$ cat src/rtl/point_pkg.sv
// Shared point-link definitions: beat/point geometry, the packed point layout
// (common with the formatter) and the parser state encoding.
package point_pkg;

  localparam int unsigned POINT_W         = 128;
  localparam int unsigned BEAT_W          = 32;
  localparam int unsigned BEATS_PER_POINT = 4;
  localparam int unsigned COORD_W         = 32;
  localparam int unsigned CHAN_W          = 8;

  // x occupies the MSW, so it travels as the first beat on the link.
  typedef struct packed {
    logic [COORD_W-1:0] x;
    logic [COORD_W-1:0] y;
    logic [COORD_W-1:0] z;
    logic [CHAN_W-1:0]  r;
    logic [CHAN_W-1:0]  g;
    logic [CHAN_W-1:0]  b;
    logic [CHAN_W-1:0]  intensity;
  } point_t;

  typedef enum logic [0:0] {
    ASSEMBLE = 1'b0,
    DISCARD  = 1'b1
  } parser_state_e;

endpackage

$ cat src/rtl/point_parser_if.sv
// Point parser bus: beat stream in (valid/ready/last) and split point fields out
// (valid/ready). master = link/consumer side, slave = parser side.
interface point_parser_if;
  import point_pkg::*;

  logic [BEAT_W-1:0]  in_data;
  logic               in_valid;
  logic               in_last;
  logic               in_ready;
  logic [COORD_W-1:0] x;
  logic [COORD_W-1:0] y;
  logic [COORD_W-1:0] z;
  logic [CHAN_W-1:0]  r;
  logic [CHAN_W-1:0]  g;
  logic [CHAN_W-1:0]  b;
  logic [CHAN_W-1:0]  intensity;
  logic               out_valid;
  logic               out_ready;

  modport master (
    output in_data, in_valid, in_last, out_ready,
    input  in_ready, x, y, z, r, g, b, intensity, out_valid
  );

  modport slave (
    input  in_data, in_valid, in_last, out_ready,
    output in_ready, x, y, z, r, g, b, intensity, out_valid
  );

endinterface

$ cat src/rtl/point_field_splitter.sv
// Combinational split of a packed point into its fields, with an optional
// coordinate range check (enabled by POINT_PARSER_RANGE_CHECK_EN).
module point_field_splitter
  import point_pkg::*;
#(
  parameter logic [COORD_W-1:0] MAX_RANGE = 32'h0010_0000
) (
  input  point_t             pt,
  output logic [COORD_W-1:0] x,
  output logic [COORD_W-1:0] y,
  output logic [COORD_W-1:0] z,
  output logic [CHAN_W-1:0]  r,
  output logic [CHAN_W-1:0]  g,
  output logic [CHAN_W-1:0]  b,
  output logic [CHAN_W-1:0]  intensity,
  output logic               in_range
);

  assign x         = pt.x;
  assign y         = pt.y;
  assign z         = pt.z;
  assign r         = pt.r;
  assign g         = pt.g;
  assign b         = pt.b;
  assign intensity = pt.intensity;

`ifdef POINT_PARSER_RANGE_CHECK_EN
  // Unsigned magnitude; -2^31 maps to 0x8000_0000, which is always out of range.
  function automatic logic [COORD_W-1:0] abs_val(input logic [COORD_W-1:0] v);
    return v[COORD_W-1] ? (~v + COORD_W'(1)) : v;
  endfunction

  assign in_range = (abs_val(pt.x) <= MAX_RANGE) &&
                    (abs_val(pt.y) <= MAX_RANGE) &&
                    (abs_val(pt.z) <= MAX_RANGE);
`else
  logic [COORD_W-1:0] unused_max_range;
  assign unused_max_range = MAX_RANGE;
  assign in_range         = 1'b1;
`endif

endmodule

$ cat src/rtl/point_parser.sv
// Point parser: reassembles 4x32-bit beats into a 128-bit point, checks framing
// against in_last, and presents the split fields on a registered valid/ready port.
// Optional range-based point dropping via POINT_PARSER_RANGE_CHECK_EN.
module point_parser
  import point_pkg::*;
#(
  parameter int unsigned        ERR_CNT_W = 8,
  parameter int unsigned        PT_CNT_W  = 16,
  parameter logic [COORD_W-1:0] MAX_RANGE = 32'h0010_0000
) (
  input  logic                 clk,
  input  logic                 rst_n,
  point_parser_if.slave        bus,
  output logic                 frame_err,
  output logic [ERR_CNT_W-1:0] err_count,
  output logic [PT_CNT_W-1:0]  point_count,
  output logic [15:0]          drop_count
);

  parser_state_e        state_q, state_d;
  logic [1:0]           beat_q, beat_d;
  logic [3*BEAT_W-1:0]  asm_q, asm_d;
  point_t               out_q, cand, split_pt;
  logic                 out_valid_q, out_valid_d;
  logic                 accept, complete, load, err, handoff, range_ok;
  logic                 frame_err_q;
  logic [ERR_CNT_W-1:0] err_count_q;
  logic [PT_CNT_W-1:0]  point_count_q;
  logic [COORD_W-1:0]   sx, sy, sz;
  logic [CHAN_W-1:0]    sr, sg, sb, si;

  // Only a pending final beat may stall on a full, unconsumed output register.
  assign bus.in_ready = !(state_q == ASSEMBLE && beat_q == 2'd3 && out_valid_q && !bus.out_ready);
  assign accept       = bus.in_valid && bus.in_ready;
  assign handoff      = out_valid_q && bus.out_ready;
  assign cand         = point_t'({asm_q, bus.in_data});
  assign load         = complete && range_ok;

  point_field_splitter #(
    .MAX_RANGE (MAX_RANGE)
  ) u_splitter (
    .pt        (cand),
    .x         (sx),
    .y         (sy),
    .z         (sz),
    .r         (sr),
    .g         (sg),
    .b         (sb),
    .intensity (si),
    .in_range  (range_ok)
  );

  assign split_pt = '{x: sx, y: sy, z: sz, r: sr, g: sg, b: sb, intensity: si};

  // Framing FSM: beat counting, assembly shifting and error detection.
  always_comb begin
    state_d  = state_q;
    beat_d   = beat_q;
    asm_d    = asm_q;
    complete = 1'b0;
    err      = 1'b0;
    if (accept) begin
      case (state_q)
        ASSEMBLE: begin
          if (beat_q != 2'd3) begin
            if (bus.in_last) begin
              err    = 1'b1;
              beat_d = '0;
            end else begin
              asm_d  = {asm_q[2*BEAT_W-1:0], bus.in_data};
              beat_d = beat_q + 2'd1;
            end
          end else begin
            beat_d = '0;
            if (bus.in_last) begin
              complete = 1'b1;
            end else begin
              err     = 1'b1;
              state_d = DISCARD;
            end
          end
        end
        DISCARD: begin
          if (bus.in_last) begin
            state_d = ASSEMBLE;
            beat_d  = '0;
          end
        end
        default: state_d = ASSEMBLE;
      endcase
    end
  end

  // A load in the handoff cycle wins over the clear.
  always_comb begin
    out_valid_d = out_valid_q;
    if (load) begin
      out_valid_d = 1'b1;
    end else if (handoff) begin
      out_valid_d = 1'b0;
    end
  end

  // Framing state and assembly register.
  always_ff @(posedge clk or negedge rst_n) begin
    if (!rst_n) begin
      state_q <= ASSEMBLE;
      beat_q  <= '0;
      asm_q   <= '0;
    end else begin
      state_q <= state_d;
      beat_q  <= beat_d;
      asm_q   <= asm_d;
    end
  end

  // Output register, held while the consumer stalls.
  always_ff @(posedge clk or negedge rst_n) begin
    if (!rst_n) begin
      out_q       <= '0;
      out_valid_q <= 1'b0;
    end else begin
      out_valid_q <= out_valid_d;
      if (load) begin
        out_q <= split_pt;
      end
    end
  end

  // Error pulse, saturating error count and wrapping handoff count.
  always_ff @(posedge clk or negedge rst_n) begin
    if (!rst_n) begin
      frame_err_q   <= 1'b0;
      err_count_q   <= '0;
      point_count_q <= '0;
    end else begin
      frame_err_q <= err;
      if (err && err_count_q != '1) begin
        err_count_q <= err_count_q + ERR_CNT_W'(1);
      end
      if (handoff) begin
        point_count_q <= point_count_q + PT_CNT_W'(1);
      end
    end
  end

`ifdef POINT_PARSER_RANGE_CHECK_EN
  logic [15:0] drop_q;

  // Saturating count of completed points rejected by the range check.
  always_ff @(posedge clk or negedge rst_n) begin
    if (!rst_n) begin
      drop_q <= '0;
    end else if (complete && !range_ok && drop_q != '1) begin
      drop_q <= drop_q + 16'd1;
    end
  end

  assign drop_count = drop_q;
`else
  assign drop_count = '0;
`endif

  assign bus.out_valid = out_valid_q;
  assign bus.x         = out_q.x;
  assign bus.y         = out_q.y;
  assign bus.z         = out_q.z;
  assign bus.r         = out_q.r;
  assign bus.g         = out_q.g;
  assign bus.b         = out_q.b;
  assign bus.intensity = out_q.intensity;
  assign frame_err     = frame_err_q;
  assign err_count     = err_count_q;
  assign point_count   = point_count_q;

endmodule

$ cat src/flat_wrapper.sv
// flat-port wrapper written by rule: the top's interface ports become plain ports
module point_parser_flat import point_pkg::*;
#(
  parameter int unsigned        ERR_CNT_W = 8,
  parameter int unsigned        PT_CNT_W  = 16,
  parameter logic [COORD_W-1:0] MAX_RANGE = 32'h0010_0000
)
  (clk, rst_n, frame_err, err_count, point_count, drop_count, bus_in_data, bus_in_valid, bus_in_last, bus_out_ready, bus_in_ready, bus_x, bus_y, bus_z, bus_r, bus_g, bus_b, bus_intensity, bus_out_valid);
  point_parser_if bus_i ();
  input  logic clk;
  input  logic rst_n;
  output logic frame_err;
  output logic [ERR_CNT_W-1:0] err_count;
  output logic [PT_CNT_W-1:0] point_count;
  output logic [15:0] drop_count;
  input wire logic [$bits(bus_i.in_data)-1:0] bus_in_data;
  input wire logic [$bits(bus_i.in_valid)-1:0] bus_in_valid;
  input wire logic [$bits(bus_i.in_last)-1:0] bus_in_last;
  input wire logic [$bits(bus_i.out_ready)-1:0] bus_out_ready;
  output wire logic [$bits(bus_i.in_ready)-1:0] bus_in_ready;
  output wire logic [$bits(bus_i.x)-1:0] bus_x;
  output wire logic [$bits(bus_i.y)-1:0] bus_y;
  output wire logic [$bits(bus_i.z)-1:0] bus_z;
  output wire logic [$bits(bus_i.r)-1:0] bus_r;
  output wire logic [$bits(bus_i.g)-1:0] bus_g;
  output wire logic [$bits(bus_i.b)-1:0] bus_b;
  output wire logic [$bits(bus_i.intensity)-1:0] bus_intensity;
  output wire logic [$bits(bus_i.out_valid)-1:0] bus_out_valid;
  assign bus_i.in_data = bus_in_data;
  assign bus_i.in_valid = bus_in_valid;
  assign bus_i.in_last = bus_in_last;
  assign bus_i.out_ready = bus_out_ready;
  assign bus_in_ready = bus_i.in_ready;
  assign bus_x = bus_i.x;
  assign bus_y = bus_i.y;
  assign bus_z = bus_i.z;
  assign bus_r = bus_i.r;
  assign bus_g = bus_i.g;
  assign bus_b = bus_i.b;
  assign bus_intensity = bus_i.intensity;
  assign bus_out_valid = bus_i.out_valid;
  point_parser #(.ERR_CNT_W(ERR_CNT_W), .PT_CNT_W(PT_CNT_W), .MAX_RANGE(MAX_RANGE)) u_core (.clk(clk), .rst_n(rst_n), .bus(bus_i), .frame_err(frame_err), .err_count(err_count), .point_count(point_count), .drop_count(drop_count));
endmodule
$ cat config.mk
export PLATFORM = sky130hd
export DESIGN_NAME = point_parser_flat
export DESIGN_NICKNAME = d
export VERILOG_FILES = /design/src/rtl/point_pkg.sv /design/src/rtl/point_parser_if.sv /design/src/rtl/point_field_splitter.sv /design/src/rtl/point_parser.sv /design/src/flat_wrapper.sv
export SDC_FILE = /design/constraint.sdc
export NUM_CORES = 1
export LEC_CHECK = 0
export CAP_MARGIN = 20
export CORE_MARGIN = 5
export CORE_UTILIZATION = 45
export CTS_BUF_LIST = sky130_fd_sc_hd__clkbuf_16
export DETAILED_ROUTE_END_ITERATION = 10
export PLACE_DENSITY_LB_ADDON = 0.2
export SYNTH_ARGS = -nofsm -noshare
export SYNTH_HDL_FRONTEND = slang
export SYNTH_SLANG_ARGS = --single-unit
$ cat constraint.sdc
create_clock -name clk -period 3.1 [get_ports clk]
set_input_delay 0.775 -clock clk [delete_from_list [all_inputs] [get_ports clk]]
set_output_delay 0.775 -clock clk [all_outputs]
set_load 0.01 [all_outputs]
==> results of run 1 <==
-- cells in the final DEF (no fill, tap or decap), drive strengths merged --
cell type      count
a32oi              1
clkdlybuf4s50    190
dfrtp            253
inv               13
conb              16
nor3               3
nand2b             2
ha                 5
a22o               1
and4               1
o21ai              4
and3               5
buf               18
xnor2             10
xor2               6
nand2             15
nor2               6
a21o               1
a21oi              2
a31oi              3
and3b              1
or4                1
nor3b              1
o21a               3
bufinv             2
mux2             230
nor4               1
nand3              8
clkinv            13
nand4              8
clkbuf            29
-- how the worst max path moves through the flow --
stage	to	cells after the start
after floorplan	u_core.bus.b[2]	6
after global placement	u_core.bus.b[1]	7
after detailed placement	u_core.bus.b[1]	6
after CTS	bus_in_ready	4
after global routing	bus_in_ready	4
final	bus_in_ready	4
-- per-stage QoR --
stage / total power [mW] / worst slack [ps]
6_report: 12.17 / 261.2
5_1_grt: 12.85 / 127.3
4_1_cts: 12.36 / 231.2
3_5_place_dp: 9.147 / 231.2
3_3_place_gp: 8.966 / 275.0
2_1_floorplan: 7.256 / 992.2
-- worst register-to-register path, cell delays in order (launching register included) --
cell,delay [ps]
dfrtp_1,410
ha_1,300
and3b_1,230
buf_4,160
nor3b_4,230
buf_12,260
buf_12,260
mux2_2,370
-- area by class of cell --
type | count | area (sq um) | share of cell area (%)
Clock buffer | 29 | 725.7 | 5.415
Multi-Input combinational cell | 334 | 3628 | 27.08
Clock inverter | 23 | 157.7 | 1.176
Tap cell | 285 | 356.6 | 2.661
Inverter | 5 | 18.77 | 0.1401
Timing Repair Buffer | 208 | 2182 | 16.28
Sequential cell | 253 | 6331 | 47.25
-- power groups by stage --
stage,clock network (mW),registers [mW],logic (mW)
global route,3.37,5.61,3.86
global placement,0,5.41,3.55
detailed placement,0,5.49,3.66
floorplan,0,5.50,1.76
finish,3.13,5.43,3.60
CTS,3.23,5.45,3.67
-- cells in the mapped netlist, types with 2 or more instances --
cell	number
a21oi_1	2
a31oi_1	3
and3_1	5
buf_12	11
buf_2	6
buf_4	21
buf_6	3
dfrtp_1	253
ha_1	5
inv_1	5
mux2_1	15
mux2_2	115
mux2_4	100
nand2_1	15
nand2b_1	2
nand3_1	8
nand4_1	8
nor2_1	6
o21a_1	3
o21ai_0	3
xnor2_1	10
xor2_1	6
-- logic make-up (layout without fill, tap and decap cells) --
logic type,Yosys count,after routing,share of synthesized area (%)
AO/OA/AOI/OAI,15,15,0.9661
XOR/XNOR,16,16,1.352
adder cells (fa/ha/maj),5,5,0.6038
buffers and inverters,47,265,4.480
flip-flops,253,253,61.10
multiplexers,230,230,28.62
other,1,16,0.03619
AND/OR/NAND/NOR,52,52,2.838
-- state kept, by name (all words and copies together), names as in the netlist, 2 cells and up --
| signal | flops |
|---|---|
| u_core.asm_q | 96 |
| u_core.beat_q | 2 |
| u_core.bus.b | 8 |
| u_core.bus.g | 8 |
| u_core.bus.intensity | 8 |
| u_core.bus.r | 8 |
| u_core.bus.x | 32 |
| u_core.bus.y | 32 |
| u_core.bus.z | 32 |
| u_core.err_count | 8 |
| u_core.point_count | 16 |
-- layer usage --
layer / up-vias / GRT usage (%) / wire, microns / share of wire (%)
li1: 2578 / - / - / -
met1: 2905 / 20.85 / 8973 / 43
met2: 159 / 26.60 / 10040 / 48
met3: 25 / 4.212 / 1408 / 6.8
met4: 0 / 3.345 / 297 / 1.4
met5: - / 0 / 0 / 0
==> impl_metrics.py, run 1 <==
metrics = {
    "yosys": {
        "syn_inst": 619,
        "syn_area_per_cell_sq_um": 16.74,
        "synth_flop_cell": "dfrtp_1",
        "ys_warn_count": 0,
        "synth_async_sr_flop_share_pct": 100.0,
        "synth_area_leaders": "dfrtp_1 (61%), mux2_4 (14%), mux2_2 (12%)",
        "synth-seq-cells": 253,
        "yosysSeqAreaShare_pct": 61.10,
        "synth_area_leader_cell": "dfrtp_1",
        "synthDistinctLibCells": 36,
        "synth-edff-count": 0,
        "synthesis.area_sq_um": 10360,
        "synth_top_area_share_pct": 61.10,
    },
    "clocking": {
        "insertion_delay_ps": 520,
        "cts_buffers": 28,
        "clock_path_buffers": 3,
        "cts_resized": 0,
        "cts_htree_levels": 1,
        "root_buffer": "clkbuf_16",
        "hold_buffers": 0,
        "path_clk_slew_ps": 60,
        "cts_tree": "yes",
        "cts_num_sinks": 253,
        "cts_setup_buffers": 0,
    },
    "timing": {
        "fmax_mhz": 352.3,
        "fin_setup_tns_ps": 0,
        "worst_pin_slew_ps": 641.7,
        "setup_viol": 0,
        "hold_viol": 0,
        "rsz0062_at_grt": "false",
        "holdWs_ps": 228.5,
        "min_period_over_period_pct": 91.57,
        "finClkSkew_ps": 9.316,
        "period_minus_slack_ps": 2839,
        "final_max_slew_viol_count": 0,
        "relSlewSlack_pct": 57.22,
    },
    "routing": {
        "wl_per_cell_microns": 18.22,
        "drc": 0,
        "routed_wl_mm": 20.72,
        "first_iter_violations": 199,
        "first_pass_iters": 5,
        "ant_nets": 0,
        "via_count": 5667,
        "via_per_inst": 4.984,
    },
    "placement": {
        "gp_congestion": 0.8345,
        "dp_hpwl_mm": 14.16,
        "numPlacedInstances": 1085,
        "postPlaceCellArea_sq_um": 12520,
        "io_buffers": 191,
    },
    "global_routing": {
        "antenna_found_initial": 0,
        "grt-ovfl-total": 0,
        "grt_max_degree": 82,
        "grt_pass1_vias": 6344,
        "grt_usage_pct": 15.81,
        "grt_pass1_wl_mm": 34.38,
    },
    "final_layout": {
        "fin_nets": 872,
        "layout.core_utilization_pct": 59.19,
        "final_cell_count_no_fill": 1137,
        "fin_area_sq_um": 13400,
        "drive_gt1_share_pct": 32.51,
        "area_growth_pct": 29.33,
        "n_fill_cell": 1727,
        "diodes": 0,
    },
    "setup_path": {
        "r2r_setup_slack_ps": 760,
        "startpoint_type": "register",
        "endpoint_kind": "output pin",
        "slowest_stage": "clkdlybuf4s50_1",
        "crit_arrival_ps": 2060,
        "startpoint": "u_core.beat_q[0]",
        "crit_required_ps": 2320,
        "path_cells": "ha_1, and3b_1, nand2_1, clkdlybuf4s50_1",
        "r2r_start": "u_core.beat_q[0]",
        "rr_endpoint": "u_core.bus.b[1]",
        "cpPeakStageDelay_ps": 530,
        "cp_num_buf_inv": 1,
        "critical_path_class": "reg -> out",
        "worst-path-max-fanout": 5,
        "path_delay_family": "buffers and inverters",
        "r2r_cells": 7,
    },
    "floorplan": {
        "core_area_sq_um": 22640,
        "die_y_microns": 161.7,
        "row_count": 55,
        "chipWidth_microns": 161.7,
        "die_area_sq_um": 26160,
        "ioPinCount": 208,
        "start_util_pct": 45.76,
    },
    "pwr": {
        "share_seq_of_total_power_pct": 44.6,
        "powerDensity_nw_per_um2": 907.9,
        "sw_frac_of_total_pct": 27.62,
        "clockPowerShare_pct": 25.7,
        "p_switching_mw": 3.360,
        "comb_power_share_pct": 29.6,
        "vdd_drop_max_v": 0.0004954,
        "internal_power_mw": 8.805,
        "cellLeakagePower_nw": 6.016,
    },
    "run_status": {
        "status": "completed",
    },
    "run": {
        "maxCapViolCount": 0,
    },
    "worst_hold_path": {
        "hold_path_class": "in -> async",
    },
}
(Power assumes the default switching activity.)
==> inputs of run 2 (changes only) <==
CORE_UTILIZATION = 35   (was 45)
GPL_TIMING_DRIVEN = 0   (was unset)
==> run 2 against run 1 <==
  * Sequential share of layout area fell by 1.2 points
  * Via count rose by 0.97%
  * Combinational power rose by 2%
  * Largest power group unchanged
  * Non-clock buffer count rose by 27
  * Sequential cell count did not move
  * Utilization fell by 12 points
  * Clock power rose by 2%
  * Clock skew rose by 1.2 ps
==> impl_metrics.py, run 2 (synthesized netlist as in run 1, its figures left out) <==
metrics = {
    "run_status": {
        "status": "completed",
    },
    "final_layout": {
        "fin_nets": 898,
        "final_cell_count_no_fill": 1265,
        "n_fill_cell": 2584,
        "final_common_cell": "dfrtp_1",
        "area_growth_pct": 32.79,
        "drive_gt1_share_pct": 34.40,
        "largest_register_ffs": 96,
        "diodes": 0,
        "largest_register": "u_core.asm_q",
        "final_cell_mix": "dfrtp_1 (253), clkdlybuf4s50_1 (189), mux2_2 (115), mux2_4 (100), clkbuf_16 (27)",
    },
    "timing": {
        "fmax_mhz": 371.6,
        "finClkSkew_ps": 10.56,
        "period_minus_slack_ps": 2691,
        "setup_slack_ps": 408.6,
        "hold_viol": 0,
        "fin_setup_tns_ps": 0,
        "final_max_slew_viol_count": 0,
        "relSlewSlack_pct": 60.27,
        "setup_viol": 0,
        "worst_pin_slew_ps": 595.9,
        "rsz0062_at_grt": "false",
        "min_period_over_period_pct": 86.82,
        "holdWs_ps": 214.7,
    },
    "setup_path": {
        "startpoint_type": "input pin",
        "slowest_stage": "clkdlybuf4s50_1",
        "endpoint_kind": "output pin",
        "critical_path_class": "in -> out",
        "cp_num_buf_inv": 3,
        "crit_required_ps": 2320,
        "crit_arrival_ps": 1920,
        "worst-path-max-fanout": 6,
        "path_delay_family": "buffers and inverters",
        "cpPeakStageDelay_ps": 560,
        "path_cells": "clkdlybuf4s50_1, and3b_1, buf_6, nand2_1, dlymetal6s2s_1",
    },
    "routing": {
        "via_count": 5722,
        "first_pass_iters": 4,
        "drc": 0,
        "routed_wl_mm": 22.79,
        "ant_nets": 0,
        "via_per_inst": 4.523,
        "wl_per_cell_microns": 18.02,
        "first_iter_violations": 165,
    },
    "global_routing": {
        "grt-ovfl-total": 0,
        "grt_max_degree": 115,
        "grt_pass1_wl_mm": 35.97,
        "grt_usage_pct": 13.48,
        "antenna_found_initial": 0,
        "grt_pass1_vias": 6032,
    },
    "run": {
        "maxCapViolCount": 0,
    },
    "pwr": {
        "vdd_drop_max_v": 0.0003843,
        "totalPowerFinal_mw": 12.23,
        "powerDensity_nw_per_um2": 888.8,
        "cellLeakagePower_nw": 6.154,
    },
    "clocking": {
        "insertion_delay_ps": 520,
        "clock_path_buffers": 3,
        "cts_num_sinks": 253,
        "hold_buffers": 0,
        "cts_buffers": 27,
        "root_buffer": "clkbuf_16",
        "cts_tree": "yes",
        "cts_htree_levels": 1,
        "path_clk_slew_ps": 60,
    },
    "floorplan": {
        "die_area_sq_um": 33140,
        "start_util_pct": 35.24,
        "chipWidth_microns": 182.1,
        "core_area_sq_um": 29400,
        "die_y_microns": 182.1,
        "ioPinCount": 208,
        "row_count": 63,
    },
    "placement": {
        "numPlacedInstances": 1217,
        "pre_cts_slack_ps": -198.2,
        "io_buffers": 191,
        "gp_congestion": 0.7618,
        "dp_hpwl_mm": 15.69,
    },
    "worst_hold_path": {
        "hold_path_class": "in -> async",
    },
}
==> run 2: cell types whose count changed in the layout (fill, tap and decap cells not counted), sizes merged <==
cell / delta
dlymetal6s2s: +1
bufinv: +2
clkbuf: -1
clkinv: -3
buf: +26
clkinvlp: +1
clkdlybuf4s50: -1
inv: -2
==> run 2: stage by stage <==
step / utilization [%] / cell area (sq um)
after floorplan: - / 10420
after global placement: 43.59 / 12820
after detailed placement: 43.80 / 12880
after CTS: 46.79 / 13760
after global routing: 46.79 / 13760
final: 46.79 / 13760
==> run 2: cell type report <==
class	instances	area, sq um	share of cell area (%)
clock inverters	21	202.7	1.473
plain buffers	42	445.4	3.238
flip-flops and latches	253	6331	46.02
clock buffers	27	675.6	4.911
multi-input cells	334	3622	26.33
inverters	5	18.77	0.1364
repair buffers	193	1974	14.35
well taps	390	488.0	3.547
==> run 2: report_power, final <==
part	leakage (nW)	internal [mW]	total, mW	switching (mW)
registers	3.24	4.56	5.37	0.815
logic	2.46	2.42	3.67	1.25
clock network	0.452	1.91	3.19	1.28
==> run 2: routing by layer <==
metal / track usage [%] / part of all wire [%] / vias to the layer above
li1: - / - / 2633
met1: 19.00 / 47 / 2892
met2: 20.94 / 45 / 168
met3: 3.847 / 7.3 / 29
met4: 2.792 / 1.5 / 0
met5: 0 / 0 / -
==> run 2: worst paths after layout <==
kind | depth (start not counted) | slack (ps) | end | start
min in group clk | 1 | 480 | u_core.bus.z[27] | u_core.bus.z[27]
max | 5 | 410 | bus_in_ready | bus_out_ready
max in group asynchronous | 3 | 1580 | u_core.asm_q[61] | rst_n
min | 1 | 210 | u_core.bus.x[9] | rst_n
min reg2reg | 1 | 480 | u_core.bus.z[27] | u_core.bus.z[27]
max reg2reg | 5 | 740 | u_core.asm_q[58] | u_core.beat_q[0]
==> run 2: what timing repair did <==
item / CTS / global route
resized for setup: 0 / 1
setup buffers: 0 / 0
endpoints found under the setup margin: 0 / 1
